**src/rtl/ace_pkg.sv**
```systemverilog
// ace_pkg: shared encodings for the ACE snoop responder.
//   - AC snoop-type codes, CR response bit positions, cache update op codes
//   - default request/response structs used by ace_snoop_responder
//   - snoop_known(): true for snoop types this responder decodes
package ace_pkg;

    localparam int ACE_AW = 64;
    localparam int ACE_DW = 64;

    // AC snoop-type encodings
    localparam logic [3:0] SNP_READ_ONCE     = 4'b0000;
    localparam logic [3:0] SNP_READ_SHARED   = 4'b0001;
    localparam logic [3:0] SNP_READ_CLEAN    = 4'b0010;
    localparam logic [3:0] SNP_READ_NSD      = 4'b0011;
    localparam logic [3:0] SNP_READ_UNIQUE   = 4'b0111;
    localparam logic [3:0] SNP_CLEAN_SHARED  = 4'b1000;
    localparam logic [3:0] SNP_CLEAN_INVALID = 4'b1001;
    localparam logic [3:0] SNP_MAKE_INVALID  = 4'b1101;

    // CR response bit indices
    localparam int CR_DT  = 0;  // DataTransfer
    localparam int CR_ERR = 1;  // Error (never set)
    localparam int CR_PD  = 2;  // PassDirty
    localparam int CR_IS  = 3;  // IsShared
    localparam int CR_WU  = 4;  // WasUnique

    typedef enum logic [1:0] {
        UPD_NONE        = 2'd0,
        UPD_CLEAN       = 2'd1,
        UPD_MAKE_SHARED = 2'd2,
        UPD_INVALIDATE  = 2'd3
    } upd_op_e;

    typedef struct packed {
        logic [ACE_AW-1:0] addr;
        logic [3:0]        snoop;
        logic [2:0]        prot;
    } ac_chan_t;

    typedef struct packed {
        logic [ACE_DW-1:0] data;
        logic              last;
    } cd_chan_t;

    typedef struct packed {
        logic     ac_valid;
        ac_chan_t ac;
        logic     cr_ready;
        logic     cd_ready;
    } snoop_req_t;

    typedef struct packed {
        logic       ac_ready;
        logic       cr_valid;
        logic [4:0] cr_resp;
        logic       cd_valid;
        cd_chan_t   cd;
    } snoop_resp_t;

    function automatic logic snoop_known(input logic [3:0] s);
        return (s == SNP_READ_ONCE)   || (s == SNP_READ_SHARED)  ||
               (s == SNP_READ_CLEAN)  || (s == SNP_READ_NSD)     ||
               (s == SNP_READ_UNIQUE) || (s == SNP_CLEAN_SHARED) ||
               (s == SNP_CLEAN_INVALID) || (s == SNP_MAKE_INVALID);
    endfunction

endpackage

```
**src/rtl/ace_snoop_decode.sv**
```systemverilog
// ace_snoop_decode: combinational snoop response decode.
//   in : snoop (AC type), hit/dirty/shared (line state from lookup)
//   out: cr_resp (CR response bits), update_op (cache state update to apply)
module ace_snoop_decode
    import ace_pkg::*;
(
    input  logic [3:0] snoop,
    input  logic       hit,
    input  logic       dirty,
    input  logic       shared,
    output logic [4:0] cr_resp,
    output logic [1:0] update_op
);

    always_comb begin
        cr_resp   = '0;
        update_op = UPD_NONE;
        if (hit) begin
            case (snoop)
                SNP_READ_ONCE: begin
                    cr_resp[CR_DT] = 1'b1;
                    cr_resp[CR_IS] = 1'b1;
                end
                SNP_READ_SHARED, SNP_READ_CLEAN, SNP_READ_NSD: begin
                    cr_resp[CR_DT] = 1'b1;
                    cr_resp[CR_PD] = dirty;
                    cr_resp[CR_IS] = 1'b1;
                    update_op      = UPD_MAKE_SHARED;
                end
                SNP_READ_UNIQUE: begin
                    cr_resp[CR_DT] = 1'b1;
                    cr_resp[CR_PD] = dirty;
                    update_op      = UPD_INVALIDATE;
                end
                SNP_CLEAN_SHARED: begin
                    // A clean unique line keeps its unique copy, so it reports
                    // WasUnique alone; dirty or shared lines report IsShared.
                    cr_resp[CR_DT] = dirty;
                    cr_resp[CR_PD] = dirty;
                    cr_resp[CR_IS] = dirty | shared;
                    update_op      = dirty ? UPD_CLEAN : UPD_NONE;
                end
                SNP_CLEAN_INVALID: begin
                    cr_resp[CR_DT] = dirty;
                    cr_resp[CR_PD] = dirty;
                    update_op      = UPD_INVALIDATE;
                end
                SNP_MAKE_INVALID: update_op = UPD_INVALIDATE;
                default: ;
            endcase
            // Unknown snoop types answer with an all-zero response.
            cr_resp[CR_WU] = snoop_known(snoop) & ~shared;
        end
    end

endmodule

```
**src/rtl/ace_snoop_responder.sv**
```systemverilog
// ace_snoop_responder: services one ACE snoop at a time.
//   clk_i/rst_i       clock, async active-high reset
//   snoop_req_i       AC request, CR/CD ready
//   snoop_resp_o      AC ready, CR response, CD data beats
//   lookup_*          cache lookup request/grant and one-cycle result
//   update_*          cache state update request/grant and op code
// Flow: IDLE -> LOOKUP -> WAIT -> [UPDATE] -> RESP -> [DATA] -> IDLE.
module ace_snoop_responder
    import ace_pkg::*;
#(
    parameter int  AddrWidth    = 64,
    parameter int  DataWidth    = 64,
    parameter int  LineWidth    = 512,
    parameter type snoop_req_t  = ace_pkg::snoop_req_t,
    parameter type snoop_resp_t = ace_pkg::snoop_resp_t
) (
    input  logic                 clk_i,
    input  logic                 rst_i,
    input  snoop_req_t           snoop_req_i,
    output snoop_resp_t          snoop_resp_o,
    output logic                 lookup_req_o,
    input  logic                 lookup_gnt_i,
    output logic [AddrWidth-1:0] lookup_addr_o,
    input  logic                 lookup_valid_i,
    input  logic                 lookup_hit_i,
    input  logic                 lookup_dirty_i,
    input  logic                 lookup_shared_i,
    input  logic [LineWidth-1:0] lookup_data_i,
    output logic                 update_req_o,
    input  logic                 update_gnt_i,
    output logic [1:0]           update_op_o
);

    localparam int NB  = LineWidth / DataWidth;
    localparam int BW  = (NB > 1) ? $clog2(NB) : 1;
    localparam int OFS = $clog2(LineWidth / 8);
    localparam logic [AddrWidth-1:0] LINE_MASK = {AddrWidth{1'b1}} << OFS;

    typedef enum logic [2:0] {
        S_IDLE, S_LOOKUP, S_WAIT, S_UPDATE, S_RESP, S_DATA
    } state_e;

    state_e               state, state_nx;
    logic [AddrWidth-1:0] addr_q;
    logic [3:0]           snoop_q;
    logic [LineWidth-1:0] line_q;
    logic [4:0]           resp_q;
    logic [1:0]           op_q;
    logic [BW-1:0]        beat_q;
    logic [4:0]           dec_resp;
    logic [1:0]           dec_op;
    logic                 beat_last;

    // Decode runs on the live lookup result; its outputs are captured in WAIT.
    ace_snoop_decode u_decode (
        .snoop     (snoop_q),
        .hit       (lookup_hit_i),
        .dirty     (lookup_dirty_i),
        .shared    (lookup_shared_i),
        .cr_resp   (dec_resp),
        .update_op (dec_op)
    );

    assign beat_last     = (beat_q == BW'(NB - 1));
    assign lookup_addr_o = addr_q & LINE_MASK;

    always_ff @(posedge clk_i or posedge rst_i) begin
        if (rst_i) state <= S_IDLE;
        else       state <= state_nx;
    end

    always_comb begin
        state_nx = state;
        case (state)
            S_IDLE:   if (snoop_req_i.ac_valid) state_nx = S_LOOKUP;
            S_LOOKUP: if (lookup_gnt_i)         state_nx = S_WAIT;
            S_WAIT:   if (lookup_valid_i)
                          state_nx = (dec_op != UPD_NONE) ? S_UPDATE : S_RESP;
            S_UPDATE: if (update_gnt_i)         state_nx = S_RESP;
            S_RESP:   if (snoop_req_i.cr_ready)
                          state_nx = resp_q[CR_DT] ? S_DATA : S_IDLE;
            S_DATA:   if (snoop_req_i.cd_ready && beat_last) state_nx = S_IDLE;
            default:  state_nx = S_IDLE;
        endcase
    end

    always_ff @(posedge clk_i or posedge rst_i) begin
        if (rst_i) begin
            addr_q  <= '0;
            snoop_q <= '0;
            line_q  <= '0;
            resp_q  <= '0;
            op_q    <= '0;
            beat_q  <= '0;
        end else begin
            if (state == S_IDLE && snoop_req_i.ac_valid) begin
                addr_q  <= AddrWidth'(snoop_req_i.ac.addr);
                snoop_q <= snoop_req_i.ac.snoop;
            end
            if (state == S_WAIT && lookup_valid_i) begin
                line_q <= lookup_data_i;
                resp_q <= dec_resp;
                op_q   <= dec_op;
            end
            if (state == S_DATA && snoop_req_i.cd_ready)
                beat_q <= beat_last ? '0 : beat_q + 1'b1;
        end
    end

    always_comb begin
        snoop_resp_o          = '0;
        // State already reads IDLE during reset, so gate ac_ready explicitly.
        snoop_resp_o.ac_ready = (state == S_IDLE) && !rst_i;
        snoop_resp_o.cr_valid = (state == S_RESP);
        snoop_resp_o.cr_resp  = resp_q;
        snoop_resp_o.cd_valid = (state == S_DATA);
        snoop_resp_o.cd.data  = line_q[int'(beat_q)*DataWidth +: DataWidth];
        snoop_resp_o.cd.last  = (state == S_DATA) && beat_last;
        lookup_req_o          = (state == S_LOOKUP);
        update_req_o          = (state == S_UPDATE);
        update_op_o           = (state == S_UPDATE) ? op_q : UPD_NONE;
    end

endmodule

```
**config.mk**
```make
export PLATFORM = sky130hd
export DESIGN_NAME = ace_snoop_responder
export DESIGN_NICKNAME = d
export VERILOG_FILES = /design/src/rtl/ace_pkg.sv /design/src/rtl/ace_snoop_decode.sv /design/src/rtl/ace_snoop_responder.sv
export SDC_FILE = /design/constraint.sdc
export NUM_CORES = 2
export LEC_CHECK = 0
export BUFFER_PORTS_ARGS = -buffer_cell sky130_fd_sc_hd__buf_2
export CORE_MARGIN = 5
export CORE_UTILIZATION = 33
export DETAILED_ROUTE_END_ITERATION = 10
export GPL_TIMING_DRIVEN = 0
export HOLD_SLACK_MARGIN = 0.03
export PLACE_DENSITY_LB_ADDON = 0.1
export SYNTH_ARGS = -nofsm -noshare
export SYNTH_HDL_FRONTEND = slang
export SYNTH_SLANG_ARGS = --single-unit
```
**constraint.sdc**
```tcl
create_clock -name clk_i -period 40.2 [get_ports clk_i]
set_clock_uncertainty 0.2 [all_clocks]
set_input_delay 4.02 -clock clk_i [delete_from_list [all_inputs] [get_ports clk_i]]
set_output_delay 4.02 -clock clk_i [all_outputs]
set_load 0.05 [all_outputs]
```
# == After elaboration in Yosys (flattened, before gate mapping) ==
# Index checks and enable logic that the tools add are counted.
# totals
memories,0
inputBits,594
regBits,592
romBits,0
mem_bits_rw,0
latchBits,0
out_inout_bits,141
# classes
n_reduce_logical,24
n_eq_ne,19
add_sub_neg,1
order_cmp,0
shift,1
bitwise,3
multipliers,0
n_div,0
n_mux,19
# op_table
op,count
$shiftx 512x10->64,1
$mux 3,10
$pmux 3 s6,1
$eq 4x4->1 const B,3
$eq 3x3->1 const B,3
$eq 4x2->1 const B,2
$logic_or 1x1->1,7
$eq 3x2->1 const B,2
$logic_and 1x1->1,6
$ne 2x1->1 const B,3
$ne 2x2->1 const B,3
$pmux 2 s3,1
$reduce_and 6->1,1
$reduce_or 3->1,2
$reduce_or 6->1,1
$reduce_or 5->1,1
$eq 4x1->1 const B,1
$eq 4x3->1 const B,1
$logic_not 4->1,1
$mux 2,2
$pmux 1 s2,2
$reduce_or 4->1,1
$add 3x1->3 const B,1
$eq 3x1->1 const B,1
other kinds (8),10

# == Depth between registers and ports, before layout ==
# logic_depth
ltp_word,10
depth_mapped,8
depth_no_buf,6

# == By module ==
# A second synthesis with hierarchy kept.
# unflattened
cells_unflattened,1539
area_unflattened_um2,26302.7
# modules_own_cells
mod,instances,seq_area_each_um2,cells_per_inst,area_each_um2
ace_snoop_responder,1,14689.1,1515,26162.6
ace_snoop_decode,1,0.0,24,140.1

# == Worst setup path after synthesis ==
# No wires, ideal clock.
# synth_path
path_type,input to output
from,input rst_i
to,output snoop_resp_o[72] in the netlist's numbering
cell_stages,1
t_required_ns,35.980
t_arrival_ns,5.469
setup_slack_ns,30.511
cell_sequence,nor4_1
# synth_via
elab_chain_len,2
# synth_lines
element,line_no,rtl
"start, declared",ace_snoop_responder.sv:18,"input logic rst_i,"
$logic_not 1->1,ace_snoop_responder.sv:113,snoop_resp_o.ac_ready = (state == S_IDLE) && !rst_i;
$logic_and 1x1->1,ace_snoop_responder.sv:113,
"end, declared",ace_snoop_responder.sv:20,"output snoop_resp_t snoop_resp_o,"
# Every way passes these cells.

==> report_table.html <==
<table>
<tr><th>Metric</th><th>Value</th></tr>
<tr><th colspan="2">STA</th></tr>
<tr><td>Relative max-transition margin</td><td>0.0705</td></tr>
<tr><td>Max frequency</td><td>111 MHz</td></tr>
<tr><td>Final period util</td><td>0.224</td></tr>
<tr><td>Setup tns final</td><td>0 ps</td></tr>
<tr><td>Hold slack final</td><td>269 ps</td></tr>
<tr><td>Transition time at the pin with the least slew margin</td><td>1390 ps</td></tr>
<tr><td>Unrepaired setup endpoints after global routing</td><td>no</td></tr>
<tr><td>Number of hold violations in the final report</td><td>0</td></tr>
<tr><td>Min Clock Period, post-route</td><td>8990 ps</td></tr>
<tr><td>Final max-slew violation count</td><td>0</td></tr>
<tr><td>Final setup violation count</td><td>0</td></tr>
<tr><th colspan="2">GRT</th></tr>
<tr><td>Global route total overflow</td><td>0</td></tr>
<tr><td>Global-route total usage across every layer</td><td>0.242</td></tr>
<tr><td>Maximum number of pins on one net before global-route repair</td><td>124</td></tr>
<tr><td>Number of antenna violations at the first check in global routing</td><td>55</td></tr>
<tr><td>Via count of the first global-routing pass</td><td>24,100</td></tr>
<tr><td>First-pass GRT wire length</td><td>154,000 um</td></tr>
<tr><th colspan="2">Die</th></tr>
<tr><td>I/O pin total</td><td>735</td></tr>
<tr><td>Width of the die</td><td>291 um</td></tr>
<tr><td>Effective utilization at floorplan</td><td>0.331</td></tr>
<tr><td>Floorplan die height</td><td>291 um</td></tr>
<tr><td>Die footprint</td><td>0.0848 mm2</td></tr>
<tr><td>Cell row count</td><td>103</td></tr>
<tr><td>Core Region</td><td>0.0787 mm2</td></tr>
<tr><th colspan="2">Setup path</th></tr>
<tr><td>Worst Path Arrival</td><td>4770 ps</td></tr>
<tr><td>Largest driver fanout on the critical path</td><td>2</td></tr>
<tr><td>Type of destination of the critical path</td><td>primary output</td></tr>
<tr><td>Type of the setup path with the least slack</td><td>input pin to primary output</td></tr>
<tr><td>CP Launch Type</td><td>input pin</td></tr>
<tr><td>Required time at the endpoint of the critical path</td><td>35,980 ps</td></tr>
<tr><th colspan="2">Clock tree</th></tr>
<tr><td># resized after CTS</td><td>0</td></tr>
<tr><td>Clock latency of the later-clocked register in the worst-skew pair</td><td>590 ps</td></tr>
<tr><td>TritonCTS clock tree</td><td>built</td></tr>
<tr><td>Number of clock sinks seen by CTS</td><td>586</td></tr>
<tr><td>Post-cts hold buffer count</td><td>0</td></tr>
<tr><td>Root buffer cell</td><td>clkbuf_16</td></tr>
<tr><td>Clk slew on worst S/H paths</td><td>60 ps</td></tr>
<tr><td>Clock Tree Buf Depth</td><td>3</td></tr>
<tr><td>Total setup buffers inserted after CTS</td><td>0</td></tr>
<tr><td>CTS H-Tree Depth</td><td>3</td></tr>
<tr><td>Cts bufs inserted</td><td>69</td></tr>
<tr><th colspan="2">Detailed routing</th></tr>
<tr><td>Number of search-and-repair iterations in the first detailed-routing pass</td><td>5</td></tr>
<tr><td>Detailed-route vias per instance</td><td>4.82</td></tr>
<tr><td>Overall via count from detail_route</td><td>22,000</td></tr>
<tr><td>Average detailed-routed wire length per instance</td><td>23.1 um</td></tr>
<tr><td>Sum of routed wire length over all layers</td><td>105,000 um</td></tr>
<tr><td>First-iteration detailed-routing DRC count</td><td>1,292</td></tr>
<tr><td>Remaining antenna violation count after routing</td><td>0</td></tr>
<tr><td>DRC Markers</td><td>0</td></tr>
<tr><th colspan="2">Place</th></tr>
<tr><td>Port-buffer cells</td><td>718</td></tr>
<tr><td>RePlAce Congestion</td><td>0.893</td></tr>
<tr><td>Cell count after placement</td><td>4,405</td></tr>
<tr><td>Post-DP HPWL</td><td>80,000 um</td></tr>
<tr><th colspan="2">Cells and area</th></tr>
<tr><td>Area Overhead vs Synth</td><td>28.9%</td></tr>
<tr><td>Cell Count, Final, Fillers Out</td><td>4,560</td></tr>
<tr><td>Final Net Count</td><td>4,022</td></tr>
<tr><td>Final core utilization</td><td>0.427</td></tr>
<tr><td>Share of post-route cells with drive strength above 1</td><td>0.329</td></tr>
<tr><td>Number of inserted filler cells in the final layout</td><td>7,983</td></tr>
<tr><th colspan="2">Synth</th></tr>
<tr><td>Unique cell type count in the Yosys netlist</td><td>41</td></tr>
<tr><td>Per-instance average area after synthesis</td><td>9.93 um2</td></tr>
<tr><td>Sequential area share after synthesis</td><td>0.562</td></tr>
<tr><td>Main synth FF type</td><td>dfrtp_1</td></tr>
<tr><td>Top post-synthesis cells by area</td><td>dfrtp_1 (56%), nand2_1 (22%), mux4_2 (11%)</td></tr>
<tr><td>Synthesized netlist cell count</td><td>2,627</td></tr>
<tr><td>Fraction of registers with async set/reset</td><td>1.00</td></tr>
<tr><td>Netlist area before placement</td><td>0.0261 mm2</td></tr>
<tr><td>Number of flops mapped to enable cells by yosys</td><td>0</td></tr>
<tr><td>Most common cell in the synthesized netlist</td><td>nand2_1</td></tr>
<tr><td>Most frequent cells after synthesis</td><td>nand2_1 (1,550), dfrtp_1 (586), mux4_2 (128)</td></tr>
<tr><td>Post-synth top area cell</td><td>dfrtp_1</td></tr>
<tr><td>Yosys warning count</td><td>0</td></tr>
<tr><td>Post-synth top area share</td><td>0.562</td></tr>
<tr><td>Number of synthesized register bits</td><td>586</td></tr>
<tr><th colspan="2">Job</th></tr>
<tr><td>Max-cap viol count</td><td>0</td></tr>
<tr><th colspan="2">Power and ir drop</th></tr>
<tr><td>Total Power Consumption</td><td>2.97 mW</td></tr>
<tr><td>Largest vdd supply drop</td><td>0.0661 mV</td></tr>
<tr><td>P per Cell Area</td><td>88.4 mW/mm2</td></tr>
<tr><td>Standby leakage power</td><td>17.9 nW</td></tr>
<tr><th colspan="2">Run status</th></tr>
<tr><td>Status</td><td>complete, no violations</td></tr>
<tr><th colspan="2">Min path</th></tr>
<tr><td>Kind of path behind the tightest hold check</td><td>flip-flop to flip-flop</td></tr>
</table>
==> critical path, stage by stage <==
cell    delay [ps]
buf_2          130
nor4_1         260
buf_2          350
==> per-layer routing <==
layer  GRT usage  share of wire
met5           0         0.0022
met4      0.0892          0.036
met1       0.298           0.39
met2       0.415           0.50
met3      0.0590          0.067
==> final timing paths <==
kind | startpoint | to | slack (ps) | depth (start not counted)
max in group asynchronous | rst_i | line_q[157] | 34220 | 5
worst max register to register | state[1] | line_q[334] | 37450 | 8
worst min-delay path | line_q[441] | line_q[441] | 270 | 2
min in group asynchronous | rst_i | state[1] | 3420 | 2
worst min register to register | line_q[441] | line_q[441] | 270 | 2
worst max-delay path | rst_i | snoop_resp_o[72] | 31210 | 3
==> placed cells by master, fill, tap and decap left out, types with 5 or more instances in the layout <==
| cell | count |
|---|---|
| nand2_1 | 1550 |
| buf_2 | 797 |
| dfrtp_1 | 586 |
| mux4_2 | 128 |
| mux2_2 | 80 |
| clkbuf_1 | 77 |
| clkbuf_16 | 71 |
| mux2_1 | 47 |
| diode_2 | 32 |
| clkbuf_8 | 14 |
| buf_4 | 12 |
| buf_6 | 11 |
| clkinv_2 | 10 |
| bufinv_16 | 10 |
| o21ai_0 | 8 |
| conb_1 | 7 |
| nor2_1 | 6 |
| a21oi_1 | 5 |
==> stage by stage <==
step	area [um2]	worst slack (ps)
after floorplan	26100	19580
after detailed placement	31100	31150
after global placement	31000	12680
final	33600	31210
after CTS	33600	31140
after global routing	33600	31140
==> power breakdown <==
| part | leakage [nW] | total (mW) | internal, mW | switching, mW |
|---|---|---|---|---|
| logic | 9.36 | 1.30 | 0.468 | 0.829 |
| registers | 7.32 | 1.00 | 0.859 | 0.146 |
| clock network | 1.20 | 0.673 | 0.415 | 0.258 |
==> registers in the layout, summed over array words and instances (netlist names) <==
| name | flops |
|---|---|
| addr_q | 58 |
| beat_q | 3 |
| line_q | 512 |
| op_q | 2 |
| resp_q | 4 |
| snoop_q | 4 |
| state | 3 |
==> layout make-up <==
| type | instances | area, um2 | share of cell area |
|---|---|---|---|
| flip-flops and latches | 586 | 14700 | 0.436 |
| multi-input cells | 1873 | 10600 | 0.314 |
| inverters | 5 | 26.3 | 0.000781 |
| plain buffers | 169 | 861 | 0.0256 |
| repair buffers | 722 | 3700 | 0.110 |
| diodes | 32 | 80.1 | 0.00238 |
| clock buffers | 99 | 2020 | 0.0601 |
| well taps | 1050 | 1310 | 0.0391 |
| clock inverters | 24 | 400 | 0.0119 |
==> cell families after synthesis <==
kind of cell,share of synthesized area
fa+ha+maj,0.000959
flops,0.562
other cells,0.000144
compound gates,0.00787
simple gates,0.229
mux,0.166
buf+inv,0.0337
No activity file was read; power rests on OpenSTA's default activity.
